File: src/rtl/data_sram_resp_pkg.sv
// Shared definitions for the data-port SRAM responder: access sizes, byte strobes, LFSR seed.
package data_sram_resp_pkg;

   localparam logic [1:0]  SIZE_BYTE = 2'd0;
   localparam logic [1:0]  SIZE_HALF = 2'd1;
   localparam logic [1:0]  SIZE_WORD = 2'd2;

   localparam logic [15:0] LFSR_SEED = 16'hACE1;

   // Misaligned halfword/word accesses drop the low address bits; size 3 writes nothing.
   function automatic logic [3:0] byte_strobe(input logic [1:0] size, input logic [1:0] addr_lo);
      logic [3:0] strb;
      case (size)
         SIZE_BYTE: strb = 4'b0001 << addr_lo;
         SIZE_HALF: strb = addr_lo[1] ? 4'b1100 : 4'b0011;
         SIZE_WORD: strb = 4'b1111;
         default:   strb = 4'b0000;
      endcase
      return strb;
   endfunction

endpackage

File: src/rtl/sram_resp_queue.sv
// In-order response FIFO: per-entry countdown timer, read-data capture one cycle after push,
// and a RAM-output bypass for heads that become due before their capture lands (LAT = 1).
module sram_resp_queue
   import data_sram_resp_pkg::*;
#(
   parameter int DEPTH = 2,
   parameter int LAT   = 1
) (
   input  logic        clk,
   input  logic        rst,
   input  logic        push_i,
   input  logic        push_wr_i,
   input  logic        pop_i,
   input  logic [31:0] ram_rdata_i,
   output logic        full_o,
   output logic        head_ready_o,
   output logic [31:0] head_data_o
);

   localparam int PW = (DEPTH > 1) ? $clog2(DEPTH) : 1;
   localparam int CW = $clog2(DEPTH + 1);
   localparam int TW = (LAT > 1) ? $clog2(LAT) : 1;

   logic [DEPTH-1:0] wr_q;
   logic [DEPTH-1:0] cap_q;
   logic [31:0]      data_q  [DEPTH];
   logic [TW-1:0]    timer_q [DEPTH];
   logic [PW-1:0]    wr_ptr_q;
   logic [PW-1:0]    rd_ptr_q;
   logic [PW-1:0]    cap_idx_q;
   logic             cap_pend_q;
   logic [CW-1:0]    count_q;
   logic [CW-1:0]    count_d;

   function automatic logic [PW-1:0] ptr_inc(input logic [PW-1:0] p);
      return (p == PW'(DEPTH - 1)) ? '0 : p + 1'b1;
   endfunction

   assign full_o       = (count_q == CW'(DEPTH));
   assign head_ready_o = (count_q != '0) && (timer_q[rd_ptr_q] == '0);
   assign count_d      = count_q + CW'(push_i) - CW'(pop_i);

   always_comb begin
      head_data_o = 32'h0;
      if (!wr_q[rd_ptr_q]) begin
         head_data_o = cap_q[rd_ptr_q] ? data_q[rd_ptr_q] : ram_rdata_i;
      end
   end

   always_ff @(posedge clk) begin
      if (rst) begin
         wr_ptr_q   <= '0;
         rd_ptr_q   <= '0;
         cap_idx_q  <= '0;
         cap_pend_q <= 1'b0;
         count_q    <= '0;
      end else begin
         cap_pend_q <= push_i;
         cap_idx_q  <= wr_ptr_q;
         for (int i = 0; i < DEPTH; i++) begin
            if (timer_q[i] != '0) begin
               timer_q[i] <= timer_q[i] - 1'b1;
            end
         end
         // The capture slot never equals the push slot: that would require a push while full.
         if (cap_pend_q) begin
            cap_q[cap_idx_q] <= 1'b1;
            if (!wr_q[cap_idx_q]) begin
               data_q[cap_idx_q] <= ram_rdata_i;
            end
         end
         if (push_i) begin
            wr_q[wr_ptr_q]    <= push_wr_i;
            cap_q[wr_ptr_q]   <= 1'b0;
            timer_q[wr_ptr_q] <= TW'(LAT - 1);
            wr_ptr_q          <= ptr_inc(wr_ptr_q);
         end
         if (pop_i) begin
            rd_ptr_q <= ptr_inc(rd_ptr_q);
         end
         count_q <= count_d;
      end
   end

endmodule

File: src/rtl/data_sram_resp.sv
// Slave end of the data_req/data_addr_ok/data_data_ok handshake over a byte-enabled sync RAM.
// In-order responses LAT cycles after acceptance; DATA_SRAM_RESP_RANDOM_STALL_EN adds LFSR backpressure.
module data_sram_resp
   import data_sram_resp_pkg::*;
#(
   parameter int ADDR_W = 14,
   parameter int DEPTH  = 2,
   parameter int LAT    = 1
) (
   input  logic              clk,
   input  logic              rst,
   input  logic              data_req,
   input  logic              data_wr,
   input  logic [1:0]        data_size,
   input  logic [31:0]       data_addr,
   input  logic [31:0]       data_wdata,
   output logic [31:0]       data_rdata,
   output logic              data_addr_ok,
   output logic              data_data_ok,
   output logic              ram_en,
   output logic [3:0]        ram_we,
   output logic [ADDR_W-1:0] ram_addr,
   output logic [31:0]       ram_wdata,
   input  logic [31:0]       ram_rdata
);

   logic        q_full;
   logic        q_head_ready;
   logic [31:0] q_head_data;
   logic        accept;
   logic        pop;
   logic        acc_gate;
   logic        resp_gate;
   logic        unused_addr_hi;

`ifdef DATA_SRAM_RESP_RANDOM_STALL_EN
   logic [15:0] lfsr_q;
   logic [15:0] lfsr_d;

   assign lfsr_d    = {lfsr_q[14:0], lfsr_q[15] ^ lfsr_q[13] ^ lfsr_q[12] ^ lfsr_q[10]};
   assign acc_gate  = (lfsr_q[1:0] != 2'b00);
   assign resp_gate = (lfsr_q[3:2] != 2'b00);

   always_ff @(posedge clk) begin
      if (rst) begin
         lfsr_q <= LFSR_SEED;
      end else begin
         lfsr_q <= lfsr_d;
      end
   end
`else
   assign acc_gate  = 1'b1;
   assign resp_gate = 1'b1;
`endif

   // No full bypass: a pop in the same cycle does not open a slot for a new request.
   assign data_addr_ok = data_req && !q_full && acc_gate && !rst;
   assign accept       = data_addr_ok;
   assign pop          = q_head_ready && resp_gate && !rst;

   assign data_data_ok = pop;
   assign data_rdata   = pop ? q_head_data : 32'h0;

   assign ram_en    = accept;
   assign ram_we    = (accept && data_wr) ? byte_strobe(data_size, data_addr[1:0]) : 4'b0000;
   assign ram_addr  = accept ? data_addr[ADDR_W+1:2] : '0;
   assign ram_wdata = accept ? data_wdata : 32'h0;

   assign unused_addr_hi = ^data_addr[31:ADDR_W+2];

   sram_resp_queue #(
      .DEPTH (DEPTH),
      .LAT   (LAT)
   ) u_queue (
      .clk          (clk),
      .rst          (rst),
      .push_i       (accept),
      .push_wr_i    (data_wr),
      .pop_i        (pop),
      .ram_rdata_i  (ram_rdata),
      .full_o       (q_full),
      .head_ready_o (q_head_ready),
      .head_data_o  (q_head_data)
   );

endmodule

File: config.mk
export PLATFORM = sky130hd
export DESIGN_NAME = data_sram_resp
export DESIGN_NICKNAME = d
export VERILOG_FILES = /design/src/rtl/data_sram_resp_pkg.sv /design/src/rtl/sram_resp_queue.sv /design/src/rtl/data_sram_resp.sv
export SDC_FILE = /design/constraint.sdc
export NUM_CORES = 1
export LEC_CHECK = 0
export BUFFER_PORTS_ARGS = -buffer_cell sky130_fd_sc_hd__buf_2
export CORE_MARGIN = 2
export CORE_UTILIZATION = 47
export DETAILED_ROUTE_END_ITERATION = 10
export PLACE_DENSITY = 0.83
export SYNTH_ARGS = -nofsm -noshare
export SYNTH_HDL_FRONTEND = slang
export SYNTH_SLANG_ARGS = --single-unit
export TNS_END_PERCENT = 30
File: constraint.sdc
create_clock -name clk -period 6.5 [get_ports clk]
set_input_delay 1.95 -clock clk [delete_from_list [all_inputs] [get_ports clk]]
set_output_delay 1.95 -clock clk [all_outputs]
set_load 0.005 [all_outputs]
==> qor.yml, run 1 <==
run_status:
  outcome: "finished, final reports clean"
finish:
  drive_gt1_frac: 0.535
  final_common_cell: "buf_2"
  area_growth_pct: 27.6
  nets: 560
  antenna_cells: 0
  final_cell_mix: "buf_2, edfxtp_1, and3_1"
timing:
  hold_viol: 0
  rsz0062_at_grt: "no"
  max_slew_margin: 0.390
  fin_tns_setup_ps: 0
  finalMaxSlewViolations: 0
  finalSetupViolCount: 0
  period_share: 0.864
  tightest_slew_ps: 914
  timing.hold.ws_ps: 471
  fin_skew_ps: 12.6
  post-route-min-period_ps: 5620
  max_freq_mhz: 178
routing:
  dr.pass1.iters: 4
  post_drt_via_cell_ratio: 5.15
  route.detailed.drc: 0
  ant_nets: 0
  num_vias: 2918
  drtIter0Drc: 81
  wl_per_cell_um: 15.4
  wirelength_um: 8730
worst_setup_path:
  endpoint_kind: "output pin"
  reg2reg_slack_ps: 4340
  cp-start-kind: "input port"
  crit_start: "rst"
  reg2regPathDepth: 6
  critPathCapture: "data_rdata[26]"
  crit_type: "input port to output pin"
  required_ps: 4550
  path_max_fanout: 20
  cp.arrival_ps: 3670
  r2r-end: "u_queue.count_q[1]"
yosys:
  ys_warn_count: 0
  syn-num-nets: 399
  yosysSeqAreaShare: 0.573
  ys_ff_latch: 77
  synthCells: 296
  syn_area_per_cell_sq_um: 13.1
  synth_area_sq_um: 3880
  ys_types: 33
place:
  io_buffers: 170
  post-dp-hpwl_um: 6250
  gp_congestion: 0.771
global_routing:
  grt_overflow: 0
  grt_max_degree: 65
  grt_pass1_wl_um: 12900
  grt_antenna_before_repair: 0
  grt_usage: 0.193
  first_global_vias: 2741
power:
  power_leakage_uw: 0.00227
  p_per_area_nw_per_um2: 292
  power.total_uw: 1440
  vdd_drop_max_mv: 0.156
floorplan:
  start_util: 0.479
  die_h_um: 94.9
  die_w_um: 94.9
  rows: 33
  io-pin-count: 187
  core_area_sq_um: 8090
  dieArea_sq_um: 9000
cts:
  cts_made_buffers: 9
  clock_latency_ps: 350
  cts_max_path_buffers: 2
  hold_buffers: 0
  cts_tree: "done"
  ctsResizeCount: 0
  clkTransAtPathRegs_ps: 80
  htree_levels: 3
  numClockSinks: 77
  cts_root_buf: "clkbuf_8"
  post_cts_buffers: 0
worst_hold_path:
  hold_path.class: "flip-flop to flip-flop"
job:
  cap_violations: 0
worst max-delay path, cell delays in order:
cell      delay, ps
buf_2           160
o21ba_2         260
nand3_2         530
buf_4           440
a211oi_2        160
buf_2           140
synth_stat cells, drive strengths merged:
| library cell | instances | area (sq um) |
|---|---|---|
| ha | 1 | 12.5 |
| mux2 | 2 | 26.3 |
| a21oi | 8 | 40.0 |
| xor2 | 1 | 8.76 |
| nand4 | 1 | 6.26 |
| o21ba | 1 | 10.0 |
| and3 | 46 | 288 |
| clkbuf | 8 | 32.5 |
| and2 | 3 | 18.8 |
| nor4b | 2 | 17.5 |
| edfxtp | 68 | 2040 |
| mux2i | 37 | 370 |
| nor2 | 37 | 179 |
| nor2b | 1 | 8.76 |
| a21boi | 1 | 7.51 |
| and3b | 1 | 8.76 |
| inv | 8 | 30.0 |
| nor3 | 1 | 5.00 |
| nand3 | 1 | 5.00 |
| buf | 19 | 155 |
| dfxtp | 9 | 180 |
| o21ai | 2 | 10.0 |
| nand2 | 4 | 15.0 |
| a211oi | 32 | 390 |
| nand2b | 2 | 12.5 |
sequential cells by signal (all words and copies together) (netlist names), named ones only:
register / cells
u_queue.data_q: 64
u_queue.cap_q: 2
u_queue.count_q: 2
u_queue.timer_q: 2
u_queue.wr_q: 2
u_queue.cap_idx_q: 1
u_queue.cap_pend_q: 1
u_queue.rd_ptr_q: 1
u_queue.wr_ptr_q: 1
final cells by class:
class,count,area [sq um]
clock buffer,9,124
sequential,77,2220
multi-input combinational,184,1460
inverter,8,30.0
fill,683,3140
timing repair buffer,177,903
tap,105,131
clock inverter,7,80.1
report_power, final:
part           internal, uW  switching (uW)
clock                   183             181
combinational           202             294
sequential              566            16.4
total                   951             492
cells by family after synthesis:
logic type      share of synthesized area
fa+ha+maj                         0.00322
mux                                 0.102
buf+inv                            0.0561
simple gates                        0.145
xor+xnor                          0.00226
compound gates                      0.118
flops                               0.573
worst min-delay path by stage:
stage,startpoint,endpoint,slack [ps],depth (start not counted)
floorplan,u_queue.timer_q[0],u_queue.timer_q[0],430,1
global placement,u_queue.timer_q[0],u_queue.timer_q[0],440,1
detailed placement,u_queue.timer_q[0],u_queue.timer_q[0],450,1
CTS,u_queue.timer_q[0],u_queue.timer_q[0],470,1
global route,u_queue.timer_q[1],u_queue.timer_q[1],490,1
finish,u_queue.timer_q[0],u_queue.timer_q[0],470,1
stage by stage:
| step | worst slack (ps) | util | instance area (sq um) | instances |
|---|---|---|---|---|
| 2_1_floorplan | 522 | - | 3880 | 296 |
| 3_3_place_gp | 902 | 0.586 | 4750 | 551 |
| 3_5_place_dp | 856 | 0.586 | 4750 | 551 |
| 4_1_cts | 851 | 0.612 | 4950 | 567 |
| 5_1_grt | 768 | 0.612 | 4950 | 567 |
| 6_report | 883 | 0.612 | 4950 | 567 |
routing by layer:
| metal | vias to the layer above | share of wire | global-route usage |
|---|---|---|---|
| met2 | 138 | 0.51 | 0.350 |
| li1 | 1424 | - | - |
| met5 | - | 0 | 0 |
| met4 | 0 | 0.034 | 0.0857 |
| met1 | 1338 | 0.38 | 0.202 |
| met3 | 18 | 0.072 | 0.0615 |
No activity file was read; power rests on OpenSTA's default activity.
==> run 2, diff against run 1 <==
--- a/config.mk
+++ b/config.mk
@@ -9,7 +9,7 @@
 export CORE_MARGIN = 2
 export CORE_UTILIZATION = 47
 export DETAILED_ROUTE_END_ITERATION = 10
-export PLACE_DENSITY = 0.83
+export PLACE_DENSITY = 0.86
 export SYNTH_ARGS = -nofsm -noshare
 export SYNTH_HDL_FRONTEND = slang
 export SYNTH_SLANG_ARGS = --single-unit
==> run 2 against run 1 <==
  * Non-clock buffer count fell by 1
  * Count of clock-buffer cells in the layout did not move
  * Clock skew fell by 0.79 ps
  * Largest cell class unchanged
==> qor.yml, run 2 (synthesis gave the netlist of run 1 again) <==
run_status:
  outcome: "finished, final reports clean"
worst_setup_path:
  path_max_fanout: 27  # +35%
  cp_slowest_cell: "nor2b_2"
  required_ps: 4550  # about the same
  crit_start: "rst"
  critPathCapture: "ram_wdata[3]"
  reg2regPathDepth: 5  # -1
  crit_type: "input port to output pin"
  crit_top_cell: "buf_2"
  endpoint_kind: "output pin"
  max_stage_delay_ps: 540  # about the same
  cp-start-kind: "input port"
  path_cells: "buf_2, nor2b_2, buf_4, and3_1, buf_2"
  cp.arrival_ps: 3320  # -350 ps
  r2r-end: "u_queue.count_q[1]"
  reg2reg_slack_ps: 4080  # -260 ps
finish:
  nets: 559  # -0.18%
  antenna_cells: 0  # unchanged
  postLayoutCoreUtil: 0.616  # +0.00402
  fin_cells: 566  # -0.18%
  final_cell_mix: "buf_2, edfxtp_1, and3_1"
  final_common_cell: "buf_2"
  drive_gt1_frac: 0.531  # -0.00318
  area_growth_pct: 28.4
  top_register: "u_queue.data_q"
  largest_reg_flops: 64  # unchanged
power:
  vdd_drop_max_mv: 0.155  # -0.99%
  power_leakage_uw: 0.00229  # +0.72%
  p_per_area_nw_per_um2: 301  # +3.1%
  power.total_uw: 1500  # +3.8%
timing:
  rsz0062_at_grt: "no"
  period_share: 0.811  # -0.0528
  tightest_slew_ps: 1260  # +350 ps
  fin_ws_ps: 1230  # +343 ps
  max_slew_margin: 0.157  # -0.233
  finalSetupViolCount: 0  # unchanged
  finalMaxSlewViolations: 0  # unchanged
  hold_viol: 0  # unchanged
  max_freq_mhz: 190  # +6.5%
  fin_tns_setup_ps: 0  # unchanged
  post-route-min-period_ps: 5270  # -343 ps
  fin_skew_ps: 11.8  # -0.789 ps
cts:
  cts_root_buf: "clkbuf_8"
  ctsResizeCount: 0  # unchanged
  hold_buffers: 0  # unchanged
  clock_latency_ps: 350  # about the same
  htree_levels: 3  # unchanged
  post_cts_buffers: 0  # unchanged
  cts_made_buffers: 9  # unchanged
  clkTransAtPathRegs_ps: 80  # about the same
  cts_max_path_buffers: 2  # unchanged
  numClockSinks: 77  # unchanged
  cts_tree: "done"
global_routing:
  grt_max_degree: 65  # unchanged
  grt_pass1_wl_um: 13100  # +1.7%
  first_global_vias: 2767  # +0.95%
  grt_overflow: 0  # unchanged
  grt_antenna_before_repair: 0  # unchanged
  grt_usage: 0.194  # +0.000950
routing:
  drtIter0Drc: 91  # +12%
  wl_per_cell_um: 15.4  # -0.28%
  num_vias: 2894  # -0.82%
  route.detailed.drc: 0  # unchanged
  post_drt_via_cell_ratio: 5.11  # -0.65%
  highest_layer: "met4"
  dr.pass1.iters: 6  # +2
  wl_met3_um: 537  # -15%
  wirelength_um: 8690  # -0.46%
  ant_nets: 0  # unchanged
  wl_met2_um: 4520  # +0.65%
  drt-met1-wl_um: 3420  # +3.1%
place:
  dpl_worst_slack_ps: 1240  # +382 ps
  gp_congestion: 0.862  # +12%
  post-dp-hpwl_um: 6260  # about the same
  io_buffers: 170  # unchanged
  dp.cells: 550  # -0.18%
floorplan:
  die_h_um: 94.9  # unchanged
  io-pin-count: 187  # unchanged
  rows: 33  # unchanged
  start_util: 0.479  # unchanged
  dieArea_sq_um: 9000  # unchanged
  die_w_um: 94.9  # unchanged
  core_area_sq_um: 8090  # unchanged
worst_hold_path:
  min_path_cells: 1  # unchanged
  hp-start: "u_queue.timer_q[0]"
  hold_path.class: "flip-flop to flip-flop"
job:
  cap_violations: 0  # unchanged
## run 2: cell count changes in the layout (fill, tap and decap cells not counted)
cell,previous run,this run
buf_4,7,6
bufinv_16,1,3
clkinv_1,0,1
clkinv_2,1,0
clkinv_4,0,1
clkinvlp_4,1,0
inv_6,3,2
inv_8,1,0
## run 2: power by group
part	internal, uW	switching (uW)
sequential	566	67.4
clock	257	170
combinational	197	241
total	1020	478
## run 2: stage by stage
| step | area [sq um] | hold slack [ps] |
|---|---|---|
| after floorplan | 3880 | 429 |
| after global placement | 4740 | 443 |
| after detailed placement | 4740 | 448 |
| after CTS | 4980 | 469 |
| after global routing | 4980 | 493 |
| final | 4980 | 470 |
## run 2: worst min-delay path by stage
stage                               endpoint
final                     u_queue.timer_q[0]
after global routing      u_queue.timer_q[0]
after CTS                 u_queue.timer_q[0]
after detailed placement  u_queue.timer_q[0]
after global placement    u_queue.timer_q[0]
after floorplan           u_queue.timer_q[0]
## run 2: per-layer routing
metal / track usage / up-vias
met5: 0 / -
li1: - / 1423
met4: 0.0857 / 0
met1: 0.207 / 1338
met2: 0.359 / 117
met3: 0.0455 / 16
## run 2: final cells by class
type,count,area (sq um)
clock buffers,9,124
multi-input cells,184,1460
clock inverters,7,120
inverters,8,30.0
repair buffers,176,896
fillers,657,3110
well taps,105,131
flip-flops and latches,77,2220
## run 2: critical path, delay by kind of cell
family | cells | cell delay (ps)
and+or+nand+nor | 2 | 720
buffers and inverters | 3 | 650
==> run 3, diff against run 2 <==
--- a/config.mk
+++ b/config.mk
@@ -5,11 +5,12 @@
 export SDC_FILE = /design/constraint.sdc
 export NUM_CORES = 1
 export LEC_CHECK = 0
+export ABC_AREA = 1
 export BUFFER_PORTS_ARGS = -buffer_cell sky130_fd_sc_hd__buf_2
 export CORE_MARGIN = 2
-export CORE_UTILIZATION = 47
+export CORE_UTILIZATION = 43
 export DETAILED_ROUTE_END_ITERATION = 10
-export PLACE_DENSITY = 0.86
+export PLACE_DENSITY = 0.82
 export SYNTH_ARGS = -nofsm -noshare
 export SYNTH_HDL_FRONTEND = slang
 export SYNTH_SLANG_ARGS = --single-unit
==> constraint.sdc (replaced) <==
create_clock -name clk -period 4.5 [get_ports clk]
set_input_delay 1.35 -clock clk [delete_from_list [all_inputs] [get_ports clk]]
set_output_delay 1.35 -clock clk [all_outputs]
set_load 0.005 [all_outputs]
==> run 3 against run 2 <==
  * Cell area increased by 5.0%
  * Critical endpoint is now ram_we[3]
  * Critical path type unchanged
  * Via count increased by 35%
  * First-iteration DRC count increased by 78%
  * Clock skew decreased by 3.4 ps
  * Synthesized cell count increased by 83%
  * Global-route usage increased by 1.0 points
==> qor.yml, run 3 <==
worst_hold_path:
  hold_path.class: "flip-flop to flip-flop"
timing:
  fin_tns_setup_ps: 0  # unchanged
  rsz0062_at_grt: "no"
  finalMaxSlewViolations: 0  # unchanged
  tightest_slew_ps: 759  # -506 ps
  finalSetupViolCount: 0  # unchanged
  period_share: 0.875
  max_freq_mhz: 254
  max_slew_margin: 0.492  # +0.335
  fin_skew_ps: 8.44  # -3.40 ps
  post-route-min-period_ps: 3940
  hold_viol: 0  # unchanged
finish:
  multiInputGateArea_sq_um: 1390  # -4.5%
  drive_gt1_frac: 0.306  # -0.225
  antenna_cells: 0  # unchanged
  seq_area_sq_um: 2220  # about the same
  final_common_cell: "nand2_1"
  area_growth_pct: 25.7
  nets: 807  # +44%
  largest_reg_flops: 64  # unchanged
  n_fill_cell: 860  # +31%
  design_area_sq_um: 5230  # +5.0%
  final_cell_mix: "nand2_1, buf_2, nor2_1"
  top_register: "u_queue.data_q"
  fin_cells: 838  # +48%
  postLayoutCoreUtil: 0.561  # -0.0545
worst_setup_path:
  cp.arrival_ps: 2590  # -730 ps
  path_cells: "buf_2, nor2_1, nand2_1, inv_1, nand2_1, nor2_1, buf_2"
  path_max_fanout: 8  # -70%
  cp_slowest_cell: "nand2_1"
  cp-start-kind: "input port"
  max_stage_delay_ps: 230  # -310 ps
  required_ps: 3150  # -1400 ps
  crit_type: "input port to output pin"
  endpoint_kind: "output pin"
cts:
  post_cts_buffers: 0  # unchanged
  cts_tree: "done"
  htree_levels: 3  # unchanged
  cts_made_buffers: 9  # unchanged
  hold_buffers: 0  # unchanged
  cts_max_path_buffers: 2  # unchanged
  numClockSinks: 77  # unchanged
  ctsResizeCount: 0  # unchanged
  clock_latency_ps: 340  # about the same
  cts_root_buf: "clkbuf_8"
  clkTransAtPathRegs_ps: 70  # about the same
floorplan:
  die_w_um: 102  # +7.9%
  dieArea_sq_um: 10500  # +17%
  rows: 35  # +6.1%
  start_util: 0.446  # -0.0332
  core_area_sq_um: 9330  # +15%
  io-pin-count: 187  # unchanged
  die_h_um: 102  # +7.9%
routing:
  wirelength_um: 10500  # +21%
  route.detailed.drc: 0  # unchanged
  dr.pass1.iters: 5  # -1
  wl_per_cell_um: 12.5  # -19%
  num_vias: 3895  # +35%
  drtIter0Drc: 162  # +78%
  post_drt_via_cell_ratio: 4.65  # -9.1%
  ant_nets: 0  # unchanged
place:
  io_buffers: 170  # unchanged
  dpl_cell_area_sq_um: 5070  # +6.9%
  gp_congestion: 0.842  # -2.3%
  post-dp-hpwl_um: 7340  # +17%
  dp.cells: 822  # +49%
global_routing:
  grt_pass1_wl_um: 16300  # +25%
  first_global_vias: 3649  # +32%
  grt_usage: 0.204  # +0.0102
  grt_antenna_before_repair: 1  # +1
  grt_max_degree: 47  # -28%
  grt_overflow: 0  # unchanged
yosys:
  yosysMostFrequentCell: "nand2_1"
  syn_area_per_cell_sq_um: 7.67  # -42%
  synth-async-reset-ratio: 0  # unchanged
  synth_area_leader_cell: "edfxtp_1"
  ys_ff_latch: 77  # unchanged
  synth_area_leaders: "edfxtp_1, nand2_1, nor2_1, inv_1, nand3_1"
  syn-num-nets: 646  # +62%
  synthDominantCellAreaShare: 0.491  # -0.0357
  ys_warn_count: 0  # unchanged
  synth_area_sq_um: 4160  # +7.3%
  synthCells: 543  # +83%
  synth_common_cells: "nand2_1, nor2_1, inv_1"
  synth-edff-count: 68  # unchanged
  yosysSeqAreaShare: 0.534  # -0.0389
  synth_flop_cell: "edfxtp_1"
  ys_types: 22  # -33%
power:
  p_per_area_nw_per_um2: 387  # +29%
  vdd_drop_max_mv: 0.195  # +26%
  power_leakage_uw: 0.00294  # +29%
job:
  cap_violations: 0  # unchanged
run_status:
  outcome: "finished, final reports clean"
==> run 3: cell types whose count changed after synthesis, sizes merged, moves of 3 or more <==
cell,previous run,this run
a21oi,8,2
inv,8,104
mux2i,37,0
and2,3,0
buf,19,25
and3,46,0
a211oi,32,0
clkbuf,8,0
nand2,4,187
nor2,37,100
nand3,1,38
==> run 3: stage by stage <==
stage	power (uW)	setup slack [ps]	hold slack, ps
global route	2180	408	484
detailed placement	1610	546	450
finish	2030	561	454
floorplan	1400	90.3	420
CTS	2040	545	460
global placement	1580	641	427
==> run 3: logic make-up (layout without fill, tap and decap cells) <==
group                      after synthesis  count (layout)  synth area share
adders and majority gates                1               1           0.00301
AOI/OAI and AO/OA                        8               8            0.0105
DFF                                     77              77             0.534
buffers and inverters                  129             295             0.134
xor gates and xnor gates                 1               1           0.00210
and+or+nand+nor                        327             327             0.317
==> run 3: layout make-up <==
cell class / instances / share of cell area
clock buffers: 9 / 0.0237
clock inverters: 7 / 0.00813
inverters: 104 / 0.0746
multi-input cells: 337 / 0.266
flip-flops and latches: 77 / 0.425
well taps: 129 / 0.0308
repair buffers: 175 / 0.172
==> run 3: per-layer routing <==
metal | up-vias | wire [um] | GRT usage
met5 | - | 11 | 0
met4 | 2 | 331 | 0.0964
met3 | 29 | 741 | 0.0451
met2 | 166 | 5260 | 0.372
met1 | 1746 | 4140 | 0.224
li1 | 1952 | - | -
==> run 3: where the power goes <==
part           total [uW]  internal (uW)  switching (uW)
Clock                 441            195             246
Sequential            844            820            24.3
Combinational         740            255             485
Total                2030           1270             756
==> run 3: worst max-delay path: cells and delay by family <==
family	cells	cell delay, ps
buffers and inverters	3	500
and+or+nand+nor	4	740
==> run 3: worst paths after layout <==
| path | startpoint | to | slack (ps) | depth (start not counted) |
|---|---|---|---|---|
| hold / removal | u_queue.timer_q[1] | u_queue.timer_q[1] | 450 | 2 |
| setup / recovery | rst | ram_we[3] | 560 | 7 |
| setup reg to reg | flip-flop | u_queue.count_q[1] | 2330 | 10 |
| hold reg to reg | u_queue.timer_q[1] | u_queue.timer_q[1] | 450 | 2 |
